===== config.mk =====
export PLATFORM = sky130hd
export DESIGN_NAME = data_memory_bank
export DESIGN_NICKNAME = d
export VERILOG_FILES = /design/src/rtl/mem_pkg.sv /design/src/rtl/mem_init_seq.sv /design/src/rtl/data_memory_bank.sv
export SDC_FILE = /design/constraint.sdc
export NUM_CORES = 2
export LEC_CHECK = 0
export CAP_MARGIN = 20
export CORE_UTILIZATION = 63
export DETAILED_ROUTE_END_ITERATION = 8
export MAX_ROUTING_LAYER = met4
export PLACE_DENSITY = 0.81
export RECOVER_POWER = 100
export SLEW_MARGIN = 20
export SYNTH_ARGS = -nofsm -noshare
export SYNTH_HDL_FRONTEND = slang
export SYNTH_SLANG_ARGS = --single-unit

===== constraint.sdc =====
create_clock -name CLK -period 12.45 [get_ports CLK]
set_clock_uncertainty 0.1 [all_clocks]
set_input_delay 3.1125 -clock CLK [delete_from_list [all_inputs] [get_ports CLK]]
set_output_delay 3.1125 -clock CLK [all_outputs]
set_load 0.03 [all_outputs]

===== src/rtl/mem_pkg.sv =====
// Shared types, preload-mode constants and byte-lane merge helper for the data memory bank.
package mem_pkg;

  typedef enum logic {
    INIT = 1'b0,
    RUN  = 1'b1
  } state_e;

  localparam int unsigned INIT_INDEX = 0;
  localparam int unsigned INIT_ZERO  = 1;

  // Widest word the merge helper handles; callers cast in and out at their own width.
  localparam int unsigned MERGE_W     = 1024;
  localparam int unsigned MERGE_LANES = MERGE_W / 8;

  function automatic logic [MERGE_W-1:0] lane_merge(
    input logic [MERGE_W-1:0]     old_word,
    input logic [MERGE_W-1:0]     new_word,
    input logic [MERGE_LANES-1:0] byte_en
  );
    logic [MERGE_W-1:0] res;
    res = old_word;
    for (int k = 0; k < int'(MERGE_LANES); k++) begin
      if (byte_en[k]) res[k*8 +: 8] = new_word[k*8 +: 8];
    end
    return res;
  endfunction

endpackage


===== src/rtl/mem_init_seq.sv =====
// Preload sequencer: walks word indices 0..DEPTH-1 once after reset and supplies the preload data.
module mem_init_seq
  import mem_pkg::*;
#(
  parameter  int unsigned DATA_W    = 32,
  parameter  int unsigned DEPTH     = 64,
  parameter  int unsigned INIT_MODE = 0,
  localparam int unsigned IDX_W     = $clog2(DEPTH)
) (
  input  logic              CLK,
  input  logic              RESET_N,
  input  logic              en,
  output logic [IDX_W-1:0]  init_addr_c,
  output logic [DATA_W-1:0] init_data_c,
  output logic              init_last_c,
  output logic              done
);

  logic [IDX_W-1:0] cnt;

  assign init_addr_c = cnt;
  assign init_last_c = (cnt == IDX_W'(DEPTH - 1));
  assign init_data_c = (INIT_MODE == INIT_INDEX) ? DATA_W'(cnt) : '0;

  always_ff @(posedge CLK) begin
    if (!RESET_N) begin
      cnt  <= '0;
      done <= 1'b0;
    end else if (en && !done) begin
      cnt <= cnt + IDX_W'(1);
      if (init_last_c) done <= 1'b1;
    end
  end

endmodule


===== src/rtl/data_memory_bank.sv =====
// Word-addressed MEM-stage data memory: byte-lane writes, registered reads, access checks, self-preload.
module data_memory_bank
  import mem_pkg::*;
#(
  parameter int unsigned DATA_W    = 32,
  parameter int unsigned DEPTH     = 64,
  parameter int unsigned ADDR_W    = 32,
  parameter int unsigned INIT_MODE = 0
) (
  input  logic                CLK,
  input  logic                RESET_N,
  input  logic [ADDR_W-1:0]   address,
  input  logic [DATA_W-1:0]   writeData,
  input  logic [DATA_W/8-1:0] byteEn,
  input  logic                memRead,
  input  logic                memWrite,
  output logic                ready,
  output logic [DATA_W-1:0]   readData,
  output logic                readValid,
  output logic                error
);

  localparam int unsigned BYTES = DATA_W / 8;
  localparam int unsigned OFF_W = $clog2(BYTES);
  localparam int unsigned IDX_W = $clog2(DEPTH);

  logic [DATA_W-1:0] mem [0:DEPTH-1];

  state_e            state, state_d;
  logic              ready_d, read_valid_d, error_d;
  logic [DATA_W-1:0] read_data_d;

  logic [IDX_W-1:0]  init_addr_c;
  logic [DATA_W-1:0] init_data_c;
  logic              init_last_c, init_done;

  logic              mem_we_c;
  logic [IDX_W-1:0]  mem_waddr_c;
  logic [DATA_W-1:0] mem_wdata_c;

  logic [ADDR_W-1:0] word_addr_c;
  logic [IDX_W-1:0]  idx_c;
  logic              bad_c;
  logic [BYTES-1:0]  be_eff_c;
  logic [DATA_W-1:0] merged_c;

  mem_init_seq #(
    .DATA_W    (DATA_W),
    .DEPTH     (DEPTH),
    .INIT_MODE (INIT_MODE)
  ) u_init (
    .CLK         (CLK),
    .RESET_N     (RESET_N),
    .en          (state == INIT),
    .init_addr_c (init_addr_c),
    .init_data_c (init_data_c),
    .init_last_c (init_last_c),
    .done        (init_done)
  );

  // Request decode; merged_c is the write-first view of the addressed word.
  assign word_addr_c = address >> OFF_W;
  assign idx_c       = word_addr_c[IDX_W-1:0];
  assign bad_c       = ((address & ADDR_W'(BYTES - 1)) != '0) ||
                       (word_addr_c >= ADDR_W'(DEPTH));
  assign be_eff_c    = memWrite ? byteEn : '0;
  assign merged_c    = DATA_W'(lane_merge(MERGE_W'(mem[idx_c]), MERGE_W'(writeData),
                                          MERGE_LANES'(be_eff_c)));

  always_comb begin
    state_d      = state;
    ready_d      = 1'b0;
    read_data_d  = readData;
    read_valid_d = 1'b0;
    error_d      = 1'b0;
    mem_we_c     = 1'b0;
    mem_waddr_c  = init_addr_c;
    mem_wdata_c  = init_data_c;
    unique case (state)
      INIT: begin
        mem_we_c = !init_done;
        if (init_last_c) begin
          state_d = RUN;
          ready_d = 1'b1;
        end
      end
      RUN: begin
        ready_d = 1'b1;
        if (memRead || memWrite) begin
          if (bad_c) begin
            error_d = 1'b1;
            if (memRead) begin
              read_valid_d = 1'b1;
              read_data_d  = '0;
            end
          end else begin
            if (memWrite && (byteEn != '0)) begin
              mem_we_c    = 1'b1;
              mem_waddr_c = idx_c;
              mem_wdata_c = merged_c;
            end
            if (memRead) begin
              read_valid_d = 1'b1;
              read_data_d  = merged_c;
            end
          end
        end
      end
      default: state_d = INIT;
    endcase
  end

  always_ff @(posedge CLK) begin
    if (!RESET_N) begin
      state     <= INIT;
      ready     <= 1'b0;
      readData  <= '0;
      readValid <= 1'b0;
      error     <= 1'b0;
    end else begin
      state     <= state_d;
      ready     <= ready_d;
      readData  <= read_data_d;
      readValid <= read_valid_d;
      error     <= error_d;
    end
  end

  // Single write port shared by the preload sequencer and the request path.
  always_ff @(posedge CLK) begin
    if (RESET_N && mem_we_c) mem[mem_waddr_c] <= mem_wdata_c;
  end

endmodule


=== Word-level counts from Yosys, hierarchy flattened ===
Memory sizes are Yosys's and may differ from the RTL's.
Cells that the tools add are included.

* Register bits after elaboration: 43
* Latch bits: 0
* Memory bits (writable): 2048
* ROM bits: 0
* Output and inout port bits: 35
* Memories: 1

* $add $sub $neg: 1
* $mul: 0
* Div/mod/pow operators: 0
* $lt $le $gt $ge: 1
* Equal/unequal tests: 1
* Shift-type cells: 0
* Mux-type cells: 27
* Bitwise operators: 1
* Reduce and logical (&&, ||, !) cells: 11

{| class="wikitable"
|+ Memory list
! memory !! depth !! bits a word !! rd ports !! clocked after memory_dff !! write ports !! line !! RTL
|-
| mem || 64 || 32 || 1 || 0 || 1 || data_memory_bank.sv:27 || <nowiki>logic [DATA_W-1:0] mem [0:DEPTH-1];</nowiki>
|}

{| class="wikitable"
|+ Operators by type and width
! kind !! count
|-
| 32-bit 2-to-1 mux || 7
|-
| 8-bit 2-to-1 mux || 4
|-
| 32-bit nonzero test || 1
|-
| 30-bit by 7-bit >= comparator with 1-bit output (second input constant) || 1
|-
| 6-bit 2-to-1 mux || 4
|-
| 1-bit 2-to-1 mux || 9
|-
| 6-bit by 1-bit adder with 6-bit output (second input constant) || 1
|-
| 6-bit equality test (second input constant) || 1
|-
| 3-bit AND reduction || 2
|-
| 4-bit 2-to-1 mux || 1
|-
| 1-bit case mux with 2 select lines || 2
|-
| 4-bit nonzero test || 1
|-
| 1-bit logical AND || 3
|-
| 1-bit logical OR || 2
|-
| 2-bit AND reduction || 1
|-
| 1-bit logical NOT || 1
|-
| 1-bit inverter || 1
|}

=== Depth between registers and ports, before layout ===
* Depth after elaboration: 9
* Mapped depth: 12
* Mapped depth without buffers: 6

=== Hierarchy ===
Synthesis repeated with hierarchy kept, for this count alone.

* Cells, all modules: 3962
* Area total of the unflattened synthesis: 82415.3 um^2

{| class="wikitable"
|+ Modules (own cells, without submodules)
! module !! times used !! cells an instance !! area each (um^2)
|-
| data_memory_bank || 1 || 3896 || 81844.7
|-
| mem_init_seq || 1 || 66 || 570.5
|}

=== Least setup slack after synthesis ===
Ideal clock, no wire load.

* Kind: input-to-reg
* Start point: input address[14]
* End point: memory mem[41][0] (enable)
* Library setup time: 0.501 ns
* Arrival time: 7.679 ns
* Required time: 11.849 ns
* Slack: 4.169 ns
* Stages: 7
* Path buffers: 2
* Cells stage by stage: nor4_1 nand4_1 or3_1 buf_4 mux2i_1 clkbuf_1 nor4_1

* Word-level cells in the longest chain between the ends: 8
* Elaborated cells between the ends (all ways): 11

{| class="wikitable"
|+ RTL lines
! what !! line !! RTL
|-
| start, declared || data_memory_bank.sv:12 || <nowiki>input logic [ADDR_W-1:0] address,</nowiki>
|-
| 30-bit by 7-bit >= comparator with 1-bit output (*) || data_memory_bank.sv:65 || <nowiki>(word_addr_c >= ADDR_W'(DEPTH));</nowiki>
|-
| 1-bit logical OR (*) || data_memory_bank.sv:64 || <nowiki>assign bad_c = ((address & ADDR_W'(BYTES - 1)) != '0) ||</nowiki>
|-
| 1-bit 2-to-1 mux || data_memory_bank.sv:90 || <nowiki>if (bad_c) begin</nowiki>
|-
| 1-bit 2-to-1 mux || data_memory_bank.sv:89 || <nowiki>if (memRead || memWrite) begin</nowiki>
|-
| 1-bit case mux with 2 select lines || data_memory_bank.sv:79 || <nowiki>unique case (state)</nowiki>
|-
| 1-bit logical AND || data_memory_bank.sv:131 || <nowiki>if (RESET_N && mem_we_c) mem[mem_waddr_c] <= mem_wdata_c;</nowiki>
|-
| 1-bit 2-to-1 mux || data_memory_bank.sv:131 ||
|-
| 1-bit 2-to-1 mux (implied by the code) || data_memory_bank.sv:131 ||
|-
| end, declared || data_memory_bank.sv:27 ||
|}

Every way passes the cells marked *; elsewhere a longest branch is shown, timed or not.

=== Final worst setup path ===
* Start point: input address[2]
* End point: memory mem[23][11] (enable)

* Word-level cells in the longest chain between the ends: 8
* Elaborated cells between the ends (all ways): 12

{| class="wikitable"
|+ RTL lines
! what !! line
|-
| 30-bit by 7-bit >= comparator with 1-bit output || data_memory_bank.sv:65
|-
| 1-bit logical OR || data_memory_bank.sv:64
|-
| 1-bit 2-to-1 mux || data_memory_bank.sv:90
|-
| 1-bit 2-to-1 mux || data_memory_bank.sv:89
|-
| 1-bit case mux with 2 select lines || data_memory_bank.sv:79
|-
| 1-bit logical AND || data_memory_bank.sv:131
|-
| 1-bit 2-to-1 mux || data_memory_bank.sv:131
|-
| 1-bit 2-to-1 mux (implied by the code) || data_memory_bank.sv:131
|}

Several ways; a longest one is shown, not always the timed one.

==> flow_summary.rst <==
.. list-table::
   :header-rows: 1

   * - Metric
     - Value
   * - Floorplan die area
     - 130000 um^2
   * - Layout overhead on the synthesized area
     - 11.6%
   * - Pleak
     - 28.5 nW
   * - Async S/R FF share, synth
     - 0
   * - Worst setup endpoint
     - mem[23][11]
   * - Maximum number of pins on one net before global-route repair
     - 100
   * - Synth Register Bits
     - 2090
   * - Clock slew seen by the registers of the worst setup and hold paths
     - 60 ps
   * - Total clock sinks
     - 2090
   * - Number of distinct library cell variants in the gate-level netlist after synthesis
     - 67
   * - Cts-stage hold buffer count
     - 0
   * - Routed len/inst
     - 37.0 um
   * - Post-route minimum period
     - 9810 ps
   * - Commonest non-fill, non-tap cells in the layout
     - sky130_fd_sc_hd__edfxtp_1 (2048), sky130_fd_sc_hd__mux2i_1 (438), sky130_fd_sc_hd__mux4_2 (308), sky130_fd_sc_hd__clkbuf_16 (189), sky130_fd_sc_hd__buf_4 (104)
   * - Worst-case reg-to-reg path depth
     - 6
   * - Final hold viol count
     - 0
   * - Height of the die
     - 361 um
   * - Crit path launch
     - address[2]
   * - Sequential fraction of the synthesis area
     - 0.767
   * - Number of antenna violations at the first check in global routing
     - 23
   * - Number of vias per cell
     - 7.26
   * - Share of final-layout standard cells stronger than drive strength 1
     - 0.188
   * - Number of global-route vias before repair
     - 43600
   * - Slew margin rel.
     - -1.60
   * - Yosys Warn Count
     - 0
   * - Nets in the synthesized netlist
     - 4088
   * - GP Congestion
     - 0.933
   * - Clock root buffer
     - sky130_fd_sc_hd__clkbuf_16
   * - Crit share post-route
     - 0.788
   * - Number of pins with negative max-slew slack in the final report
     - 1504
   * - RSZ-0062 raised after global routing
     - false
   * - Worst r2r src
     - ready
   * - Total Wirelength
     - 225000 um
   * - H-tree levels
     - 4
   * - Filler Cell Count
     - 7122
   * - Total of max-cap violations
     - 49
   * - Number of DRC violations after detailed-routing iteration 0
     - 7557
   * - Cells resized by post-CTS repair
     - 0
   * - Power per cell area
     - 154 nW/um^2
   * - Effective utilization at floorplan
     - 0.636
   * - Overall routing resource usage
     - 0.358
   * - Clock tree from TritonCTS
     - yes
   * - Insertion delay to the later sink of the worst-skew pair
     - 850 ps
   * - CORE AREA
     - 128000 um^2
   * - Avg Synthesized Cell Area
     - 20.2 um^2
   * - Synth Instances
     - 4015
   * - Crit path required time
     - 12720 ps
   * - Maximum clock path buffer count
     - 3
   * - Area of all placed cells without fillers
     - 90700 um^2
   * - Mapped cell area
     - 81300 um^2
   * - Reg2reg setup slack
     - 6330 ps
   * - Most common cell after layout, fill and taps aside
     - sky130_fd_sc_hd__edfxtp_1
   * - Number of antenna-violating nets in the routed design
     - 0
   * - Global-route wire length before repair
     - 315000 um
   * - Final count of negative-setup-slack endpoints
     - 0
   * - Cell count of the worst hold path
     - 1
   * - Failing checks
     - max-capacitance violations, max-slew violations
   * - Arrival time reported for the critical path endpoint
     - 10090 ps
   * - DRC Markers
     - 0
   * - Nature of the critical path startpoint
     - primary input
   * - Worst flop-to-flop path endpoint
     - mem[42][28]
   * - Area post-placement
     - 85000 um^2
   * - Max IR drop VDD
     - 0.000124 V
   * - First-pass detailed-route iteration total
     - 6
   * - Critical Path Sink Type
     - flip-flop
   * - HP Class
     - reg2reg
   * - Count of buffers added by post-CTS timing repair for setup
     - 0
   * - Number of nets at the end of the flow
     - 4305
   * - Die Width
     - 361 um
   * - Register area
     - 62300 um^2
   * - Worst slew pin tran
     - 3900 ps
   * - Count of buffers inserted at the top-level ports
     - 106
   * - Number of placement rows
     - 131
   * - Count of flip-flops with a built-in enable after synthesis
     - 2048
   * - Status
     - finished, violations left
   * - Multi-input gate area
     - 17900 um^2
   * - CP Max Fanout
     - 66
   * - Hpwl dp
     - 123000 um
   * - Kind of critical path
     - in2reg
   * - Boundary Pins
     - 107
   * - Total negative slack for setup checks
     - 0 ps
   * - Primary flip-flop cell chosen by synthesis mapping
     - sky130_fd_sc_hd__edfxtp_1
   * - Total via count after detailed routing
     - 44100
   * - Maximum operating frequency
     - 102 MHz
   * - Total gr overflow
     - 0
   * - CTS buffer count
     - 189
per-layer routing:
metal  global-route usage  share of wire  routed length [um]
met1                0.457           0.33               74200
met2                0.516           0.45              102000
met3                0.115           0.16               35000
met4                0.192          0.061               13700
met5                    -              0                   0
worst max-delay path: stages:
cell	delay [ps]
sky130_fd_sc_hd__buf_8	520
sky130_fd_sc_hd__clkbuf_1	2780
sky130_fd_sc_hd__inv_1	270
sky130_fd_sc_hd__o41ai_1	510
sky130_fd_sc_hd__nand2_1	400
sky130_fd_sc_hd__nor3_2	290
sky130_fd_sc_hd__clkbuf_1	2030
logic make-up after synthesis:
family	after synthesis	synth area share
AND/OR/NAND/NOR	418	0.0253
XOR/XNOR	4	0.000431
AO/OA/AOI/OAI	447	0.0397
buffers and inverters	244	0.0175
multiplexers	811	0.150
adder cells (fa/ha/maj)	1	0.000154
flip-flops	2090	0.767
how the worst min path moves through the flow:
stage | startpoint | end | slack [ps]
finish | readData[23] | readData[23] | 370
global route | readData[20] | readData[20] | 390
floorplan | u_init.done | u_init.done | 430
CTS | readData[16] | readData[16] | 370
global placement | readData[16] | readData[16] | 350
detailed placement | readData[16] | readData[16] | 360
sequential cells by signal (all words and copies together), names as in the netlist:
signal,count
error,1
mem,2048
readData,32
readValid,1
ready,1
u_init.done,1
u_init.init_addr_c,6
synthesized netlist by cell type (8+ instances only):
cell type	count	area share
sky130_fd_sc_hd__a2111oi_0	9	0.00097
sky130_fd_sc_hd__a211oi_1	29	0.0027
sky130_fd_sc_hd__a21oi_1	34	0.0021
sky130_fd_sc_hd__a221oi_1	14	0.0015
sky130_fd_sc_hd__a22o_1	17	0.0018
sky130_fd_sc_hd__a22oi_1	73	0.0067
sky130_fd_sc_hd__a311oi_1	10	0.0011
sky130_fd_sc_hd__a31oi_1	15	0.0012
sky130_fd_sc_hd__a32o_1	15	0.0018
sky130_fd_sc_hd__and2_1	12	0.00092
sky130_fd_sc_hd__and3_1	16	0.0012
sky130_fd_sc_hd__buf_1	11	0.00051
sky130_fd_sc_hd__buf_2	63	0.0039
sky130_fd_sc_hd__buf_4	30	0.0028
sky130_fd_sc_hd__buf_6	37	0.0051
sky130_fd_sc_hd__clkbuf_1	96	0.0044
sky130_fd_sc_hd__dfxtp_1	42	0.010
sky130_fd_sc_hd__edfxtp_1	2048	0.76
sky130_fd_sc_hd__mux2_2	55	0.0076
sky130_fd_sc_hd__mux2i_1	440	0.054
sky130_fd_sc_hd__mux4_1	8	0.0026
sky130_fd_sc_hd__mux4_2	308	0.085
sky130_fd_sc_hd__nand2_1	102	0.0047
sky130_fd_sc_hd__nand2b_1	17	0.0013
sky130_fd_sc_hd__nand3_1	31	0.0019
sky130_fd_sc_hd__nand4_1	34	0.0026
sky130_fd_sc_hd__nor2_1	89	0.0041
sky130_fd_sc_hd__nor2b_1	15	0.0012
sky130_fd_sc_hd__nor3_1	60	0.0037
sky130_fd_sc_hd__nor4_1	15	0.0012
sky130_fd_sc_hd__o211ai_1	13	0.0012
sky130_fd_sc_hd__o21ai_0	76	0.0047
sky130_fd_sc_hd__o221ai_1	30	0.0032
sky130_fd_sc_hd__o22ai_1	52	0.0040
sky130_fd_sc_hd__o31ai_1	27	0.0025
report_power, final:
part           internal, mW  switching [mW]  total [mW]
Sequential             7.64         0.00803        7.65
Combinational         0.177           0.370       0.547
Clock                  3.15            2.58        5.73
cell type report:
type	instances	share of cell area
clock buffer	246	0.0556
sequential	2090	0.687
antenna	19	0.000524
timing repair buffer	266	0.0246
tap	1662	0.0229
clock inverter	107	0.0114
inverter	4	0.000166
multi-input combinational	1681	0.197
metrics by stage:
step                      total power [mW]  cells  hold WS (ps)  utilization  worst slack, ps
after floorplan                       8.11   4015           426            -             4170
after global placement                8.31   5694           351        0.664             4320
after detailed placement              8.32   5703           356        0.666             4180
after CTS                             13.9   6056           371        0.714             4990
after global routing                  14.2   6072           395        0.710             2370
final                                 13.9   6075           369        0.710             2640
Note: power is estimated with default switching activity, not from simulation.
